--- config.mk ---
export PLATFORM = sky130hd
export DESIGN_NAME = calculadora_sequencial
export DESIGN_NICKNAME = d
export VERILOG_FILES = /design/src/rtl/calculadora_sequencial.sv
export SDC_FILE = /design/constraint.sdc
export NUM_CORES = 1
export LEC_CHECK = 0
export BUFFER_PORTS_ARGS = -buffer_cell sky130_fd_sc_hd__clkbuf_2
export CORE_ASPECT_RATIO = 0.8
export CORE_UTILIZATION = 25
export DETAILED_ROUTE_END_ITERATION = 12
export PLACE_DENSITY = 0.38
export RECOVER_POWER = 100
export SYNTH_ARGS = -nofsm -noshare
export SYNTH_HDL_FRONTEND = slang
export SYNTH_SLANG_ARGS = --single-unit
--- constraint.sdc ---
create_clock -name clk -period 7.25 [get_ports clk]
set_input_delay 0.725 -clock clk [delete_from_list [all_inputs] [get_ports clk]]
set_output_delay 0.725 -clock clk [all_outputs]
set_load 0.03 [all_outputs]
--- src/rtl/calculadora_sequencial.sv ---
// rtl/calculadora_sequencial.sv - clocked calculator with accumulator and shift-add multiplier
module calculadora_sequencial #(
  parameter int LARGURA = 8
) (
  input  logic               clk,
  input  logic               rst_n,
  input  logic [LARGURA-1:0] entrada_A,
  input  logic [LARGURA-1:0] entrada_B,
  input  logic [2:0]         codigo,
  input  logic               inicio,
  output logic               ocupado,
  output logic [LARGURA-1:0] saida,
  output logic               pronto,
  output logic               carry,
  output logic               overflow,
  output logic               zero
);

  localparam logic [2:0] OP_ADD = 3'b000;
  localparam logic [2:0] OP_SUB = 3'b001;
  localparam logic [2:0] OP_A   = 3'b010;
  localparam logic [2:0] OP_B   = 3'b011;
  localparam logic [2:0] OP_MUL = 3'b100;
  localparam logic [2:0] OP_ACC = 3'b101;
  localparam logic [2:0] OP_CLR = 3'b110;

  localparam int CW = $clog2(LARGURA) + 1;
  localparam logic [CW-1:0] CNT_ULTIMO = CW'(LARGURA - 1);

  typedef enum logic [1:0] {OCIOSO, EXEC, MUL} estado_t;

  estado_t estado, prox_estado;

  logic [LARGURA-1:0]   a_r, b_r, acc;
  logic [2:0]           cod_r;
  logic [2*LARGURA-1:0] prod, mcand, prod_prox;
  logic [LARGURA-1:0]   mplier;
  logic [CW-1:0]        cnt;

  logic aceita, ultimo_passo;

  logic [LARGURA:0]   soma, dif, soma_acc;
  logic [LARGURA-1:0] res;
  logic               res_c, res_v, acc_we;
  logic [LARGURA-1:0] acc_prox;

  assign aceita       = inicio && (estado == OCIOSO);
  assign ultimo_passo = (estado == MUL) && (cnt == CNT_ULTIMO);

  always_ff @(posedge clk) begin
    if (!rst_n) estado <= OCIOSO;
    else        estado <= prox_estado;
  end

  always_comb begin
    prox_estado = estado;
    case (estado)
      OCIOSO: if (aceita) prox_estado = (codigo == OP_MUL) ? MUL : EXEC;
      EXEC:   prox_estado = OCIOSO;
      MUL:    if (ultimo_passo) prox_estado = OCIOSO;
      default: prox_estado = OCIOSO;
    endcase
  end

  always_comb begin
    ocupado = (estado != OCIOSO);
  end

  // Single-cycle opcodes; signed overflow derived from operand/result sign bits
  always_comb begin
    soma     = {1'b0, a_r} + {1'b0, b_r};
    dif      = {1'b0, a_r} - {1'b0, b_r};
    soma_acc = {1'b0, acc} + {1'b0, a_r};
    res      = '0;
    res_c    = 1'b0;
    res_v    = 1'b0;
    acc_we   = 1'b0;
    acc_prox = acc;
    case (cod_r)
      OP_ADD: begin
        res   = soma[LARGURA-1:0];
        res_c = soma[LARGURA];
        res_v = (a_r[LARGURA-1] == b_r[LARGURA-1]) && (soma[LARGURA-1] != a_r[LARGURA-1]);
      end
      OP_SUB: begin
        res   = dif[LARGURA-1:0];
        res_c = dif[LARGURA];
        res_v = (a_r[LARGURA-1] != b_r[LARGURA-1]) && (dif[LARGURA-1] != a_r[LARGURA-1]);
      end
      OP_A: res = a_r;
      OP_B: res = b_r;
      OP_ACC: begin
        res      = soma_acc[LARGURA-1:0];
        res_c    = soma_acc[LARGURA];
        res_v    = (acc[LARGURA-1] == a_r[LARGURA-1]) && (soma_acc[LARGURA-1] != acc[LARGURA-1]);
        acc_we   = 1'b1;
        acc_prox = soma_acc[LARGURA-1:0];
      end
      OP_CLR: begin
        acc_we   = 1'b1;
        acc_prox = '0;
      end
      default: res = '0;
    endcase
  end

  always_comb begin
    prod_prox = mplier[0] ? (prod + mcand) : prod;
  end

  always_ff @(posedge clk) begin
    if (!rst_n) begin
      a_r      <= '0;
      b_r      <= '0;
      cod_r    <= '0;
      acc      <= '0;
      prod     <= '0;
      mcand    <= '0;
      mplier   <= '0;
      cnt      <= '0;
      saida    <= '0;
      pronto   <= 1'b0;
      carry    <= 1'b0;
      overflow <= 1'b0;
      zero     <= 1'b0;
    end else begin
      pronto <= 1'b0;
      if (aceita) begin
        a_r    <= entrada_A;
        b_r    <= entrada_B;
        cod_r  <= codigo;
        prod   <= '0;
        mcand  <= {{LARGURA{1'b0}}, entrada_A};
        mplier <= entrada_B;
        cnt    <= '0;
      end
      if (estado == MUL) begin
        prod   <= prod_prox;
        mcand  <= mcand << 1;
        mplier <= mplier >> 1;
        cnt    <= cnt + CW'(1);
      end
      if (estado == EXEC) begin
        saida    <= res;
        carry    <= res_c;
        overflow <= res_v;
        zero     <= (res == '0);
        pronto   <= 1'b1;
        if (acc_we) acc <= acc_prox;
      end
      if (ultimo_passo) begin
        saida    <= prod_prox[LARGURA-1:0];
        carry    <= 1'b0;
        overflow <= |prod_prox[2*LARGURA-1:LARGURA];
        zero     <= (prod_prox[LARGURA-1:0] == '0);
        pronto   <= 1'b1;
      end
    end
  end

endmodule

== After elaboration in Yosys (flattened, before gate mapping) ==
Index checks and enable logic that the tools add are counted.
W data, S select, Z words.
Storage, ports and cells
  register bits after elaboration: 85
  input port bits: 22
  output and inout port bits: 13
  word-level logic and storage cells: 84
Operators by class
  $add $sub $neg: 5
  equality and inequality tests: 17
  multiplexer cells: 26
  bitwise gates (word level): 1
  reduce and logical (&&, ||, !) cells: 19
Operator list (number)
  $mux W16: 5
  $pmux W8 S5: 1
  $add A8 B8 Y9: 2
  $add A16 B16 Y16: 1
  $logic_not A8 Y1: 2
  $mux W8: 2
  $pmux W8 S2: 1
  $mux W7: 2
  $eq A3 B3 Y1 const B: 3
  $sub A8 B8 Y9: 1
  $mux W4: 2
  $reduce_bool A2 Y1: 4
  $reduce_or A8 Y1: 1
  $mux W1: 7
  $eq A3 B2 Y1 const B: 2
  $mux W2: 3
  $pmux W1 S3: 2
  $reduce_or A2 Y1: 3
  $logic_and A1 B1 Y1: 5
  $add A4 B1 Y4 const B: 1
  $eq A4 B3 Y1 const B: 1
  $ne A1 B1 Y1: 4
  $ne A2 B2 Y1 const B: 2
  $pmux W2 S2: 1
  9 further kinds: 10

== Longest topological paths before layout ==
  depth in word-level cells: 6
  depth in mapped cells: 12
  gate-level depth less buffers: 12

== Worst setup path after synthesis ==
Ideal clock, no wire load.
  path kind: reg-to-reg
  from: register prod[0]
  to: register prod[14]
  setup time: 0.070 ns
  arrival time: 2.426 ns
  data required time: 7.180 ns
  slack: 4.753 ns
  cell stages (with the launch flop): 11
  path buffers: 0
  clock period less this slack: 2.497 ns
  cell sequence: dfxtp_1 -> ha_1 -> fa_1 -> a21oi_1 -> o21ai_1 -> or3_1 -> a41oi_2 -> a21oi_1 -> xnor2_1 -> or3_1 -> a21oi_1
On the way
  cells in the longest elaborated chain, start to end: 3
Ends and longest elaborated chain
  start, declared: line 36  | logic [2*LARGURA-1:0] prod, mcand, prod_prox;
  start signal, assigned: line 138  | prod <= prod_prox;
  $add A16 B16 Y16: line 108  | prod_prox = mplier[0] ? (prod + mcand) : prod;
  $mux W16: line 108
  $mux W16: line 137  | if (estado == MUL) begin
No other way between the ends.
A chain may end at the register's enable or synchronous reset.

== Worst setup path in the final report ==
  from: input port rst_n
  to: register zero
RTL lines
  start, declared: line 6  | input logic rst_n,
  end signal, assigned: line 147  | zero <= (res == '0);
  end signal, assigned: line 155  | zero <= (prod_prox[LARGURA-1:0] == '0);
  end, declared: line 16  | output logic zero
No word-level cell between the ends.

==> impl_metrics.tcl <==
set metrics [dict create \
    outcome "finished with violations" \
    failed_checks "design-rule violations, max-capacitance violations, max-slew violations" \
    grt_overflow 0 \
    drc 3 \
    worstSetupEndpointType "flop" \
    dpl.hpwl_mm 12.8 \
    switching_share 0.319 \
    crit_chain "clkbuf_1 -> inv_1 -> clkbuf_1 -> o22ai_1" \
    die_w_um 166 \
    setup_viol 0 \
    syn2layout_area_growth_pct 12.2 \
    grtUsageTotal 0.158 \
    slowest_delay_ns 1.97 \
    h-tree-depth 3 \
    antenna_cells 0 \
    cts_hold_buf 0 \
    synth-seq-cells 85 \
    pwr_density_cell_mw_per_mm2 193 \
    p_clk_frac 0.399 \
    drtPass1Iterations 10 \
    rsz0062_at_grt "no" \
    dieArea_mm2 0.0222 \
    antenna_found_initial 0 \
    pwr-share-seq 0.436 \
    drv_cap 1 \
    ys_async_sr_fraction 0 \
    grt_max_degree 54 \
    coreArea_mm2 0.0209 \
    ys.flop_type "dfxtp_1" \
    hold_viol_final 0 \
    drtAntennaViolNets 0 \
    grt_pass1_vias 4646 \
    nNetsFinal 779 \
    crit_start "rst_n" \
    tns_ns 0 \
    skew_ns 0.00967 \
    worstSkewPairLatency_ns 0.35 \
    place_area_mm2 0.00580 \
    cts_sinks 85 \
    slowest_stage "clkbuf_1" \
    ir_drop_v 0.0000899 \
    relSlewSlack -0.801 \
    finalMaxSlewViolations 54 \
    power.total_mw 1.17 \
    io_pins 35 \
    io_buffers 34 \
    arrival_ns 4.04 \
    cts_tree "yes" \
    r2r_start "estado[1]" \
    vias 4974 \
    p_sw_mw 0.372 \
    grt_pass1_wl_mm 26.9 \
    synth_edf_count 0 \
    gp_congestion 0.841 \
    ys_seq_area_frac 0.316 \
    root_buffer "clkbuf_16" \
    wl_per_cell_um 17.3 \
    worst_pin_slew_ns 2.70 \
    synth.cell_area_mm2 0.00539 \
    rows 47 \
    cts_buffer_depth 2 \
    syn_avg_cell_area_um2 7.75 \
    post-place-ws_ns 4.39 \
    routed_wirelength_mm 17.1 \
    worst-setup-path-type "input pin to flop" \
    internal-power_mw 0.795 \
    ys_types 64 \
    leakage_nw 2.35 \
    start_util 0.258 \
    yosysWarnings 0 \
    instances_no_fill 986 \
    ctsResizeCount 0 \
    setup_ws_ns 3.33 \
    syn_inst 696 \
    syn_nets 763 \
    period_minus_slack_ns 3.92 \
    min-delay-start "cnt[3]" \
    critPathMaxFanout 53 \
    hp-class "flop to flop" \
    routed_via_density 5.04 \
    dp.cells 970 \
    post-cts-setup-buffer-count 0 \
    drt_iter0_markers 433 \
    fmax_mhz 255 \
    period_share 0.540 \
    worst_setup_path_start_kind "input pin" \
    power.combinational.fraction 0.165 \
    die_y_um 133 \
    critPathMostFrequentCell "clkbuf_1" \
    drive_above_1_share 0.0725 \
    nFillCells 2296 \
    numCtsBuffers 9 \
    clk_pin_slew_ns 0.07 \
    fin_area_mm2 0.00605 \
    required_ns 7.38 \
]
## layer usage
| metal | track usage | routed length (um) | up-vias |
|---|---|---|---|
| li1 | - | - | 2500 |
| met1 | 0.246 | 9360 | 2339 |
| met2 | 0.219 | 6640 | 120 |
| met3 | 0.0297 | 857 | 15 |
| met4 | 0.0395 | 192 | 0 |
| met5 | 0 | 0 | - |
## metrics by stage
| stage | hold slack (ns) | utilization |
|---|---|---|
| detailed placement | 0.451 | 0.277 |
| global placement | 0.447 | 0.277 |
| floorplan | 0.415 | - |
| finish | 0.461 | 0.289 |
| CTS | 0.464 | 0.291 |
| global route | 0.466 | 0.289 |
## Yosys cell counts, types with 5 or more instances
master,count,area (um2)
dfxtp_1,85,1700
nor3_1,12,60.1
o221ai_1,5,43.8
or3_1,5,31.3
a21o_1,5,37.5
inv_1,29,109
ha_1,41,513
buf_1,6,22.5
o21ai_0,23,115
nand3_1,28,140
and2_1,6,37.5
o21a_1,8,60.1
nor2_1,60,225
xnor2_1,15,131
nand2_1,117,439
a31oi_1,23,144
nor2b_1,5,31.3
a211oi_1,6,45.0
mux2i_1,14,140
a21oi_1,72,360
xor2_1,12,105
a22oi_1,12,90.1
clkbuf_1,24,90.1
nand2b_1,8,50.1
## placed cells by master (no fill, tap or decap), drive strengths merged, types with 6 or more instances in the layout
master / instances
o21ai: 25
nand2: 117
clkbuf: 46
dfxtp: 85
a31oi: 23
a211oi: 6
o21a: 8
xnor2: 15
a22oi: 12
nor3: 12
mux2i: 14
a21oi: 73
nand2b: 8
nand3: 28
nor2: 60
xor2: 12
ha: 41
inv: 34
and2: 6
## worst paths after layout
check	to	slack (ns)	cells after the start
worst max register to register	prod[8]	3.63	7
worst min register to register	cnt[3]	0.46	1
worst max-delay path	zero	3.33	4
worst min-delay path	cnt[3]	0.46	1
## sequential cells by signal, summed over array words and instances, names as in the netlist
register	count
a_r	8
overflow	1
saida	8
estado	2
mcand	16
b_r	8
zero	1
acc	8
cod_r	3
prod	16
mplier	8
cnt	4
carry	1
pronto	1
## layout make-up
cell class / instances / area [um2] / share of cell area
Timing Repair Buffer: 41 / 194 / 0.0321
Clock inverter: 7 / 65.1 / 0.0108
Tap cell: 269 / 337 / 0.0556
Inverter: 30 / 113 / 0.0186
Multi-Input combinational cell: 545 / 3410 / 0.564
Clock buffer: 9 / 225 / 0.0372
Sequential cell: 85 / 1700 / 0.281
## power by group through the flow
| stage | clock network, mW | logic [mW] | registers (mW) |
|---|---|---|---|
| after floorplan | 0 | 0.138 | 0.513 |
| after global placement | 0 | 0.195 | 0.520 |
| after detailed placement | 0 | 0.196 | 0.520 |
| after CTS | 0.484 | 0.197 | 0.509 |
| after global routing | 0.507 | 0.215 | 0.511 |
| final | 0.466 | 0.193 | 0.509 |
## worst max-delay path, delay by kind of cell
kind	cells	cell delay, ns
buffers and inverters	3	3.02
AOI/OAI and AO/OA	1	0.27
## logic make-up after synthesis
| kind of cell | synth area share |
|---|---|
| AND/OR/NAND/NOR | 0.214 |
| flip-flops | 0.316 |
| adder cells (fa/ha/maj) | 0.110 |
| XOR/XNOR | 0.0439 |
| buffers and inverters | 0.0490 |
| multiplexers | 0.0343 |
| AO/OA/AOI/OAI | 0.233 |
(Power assumes the default switching activity.)
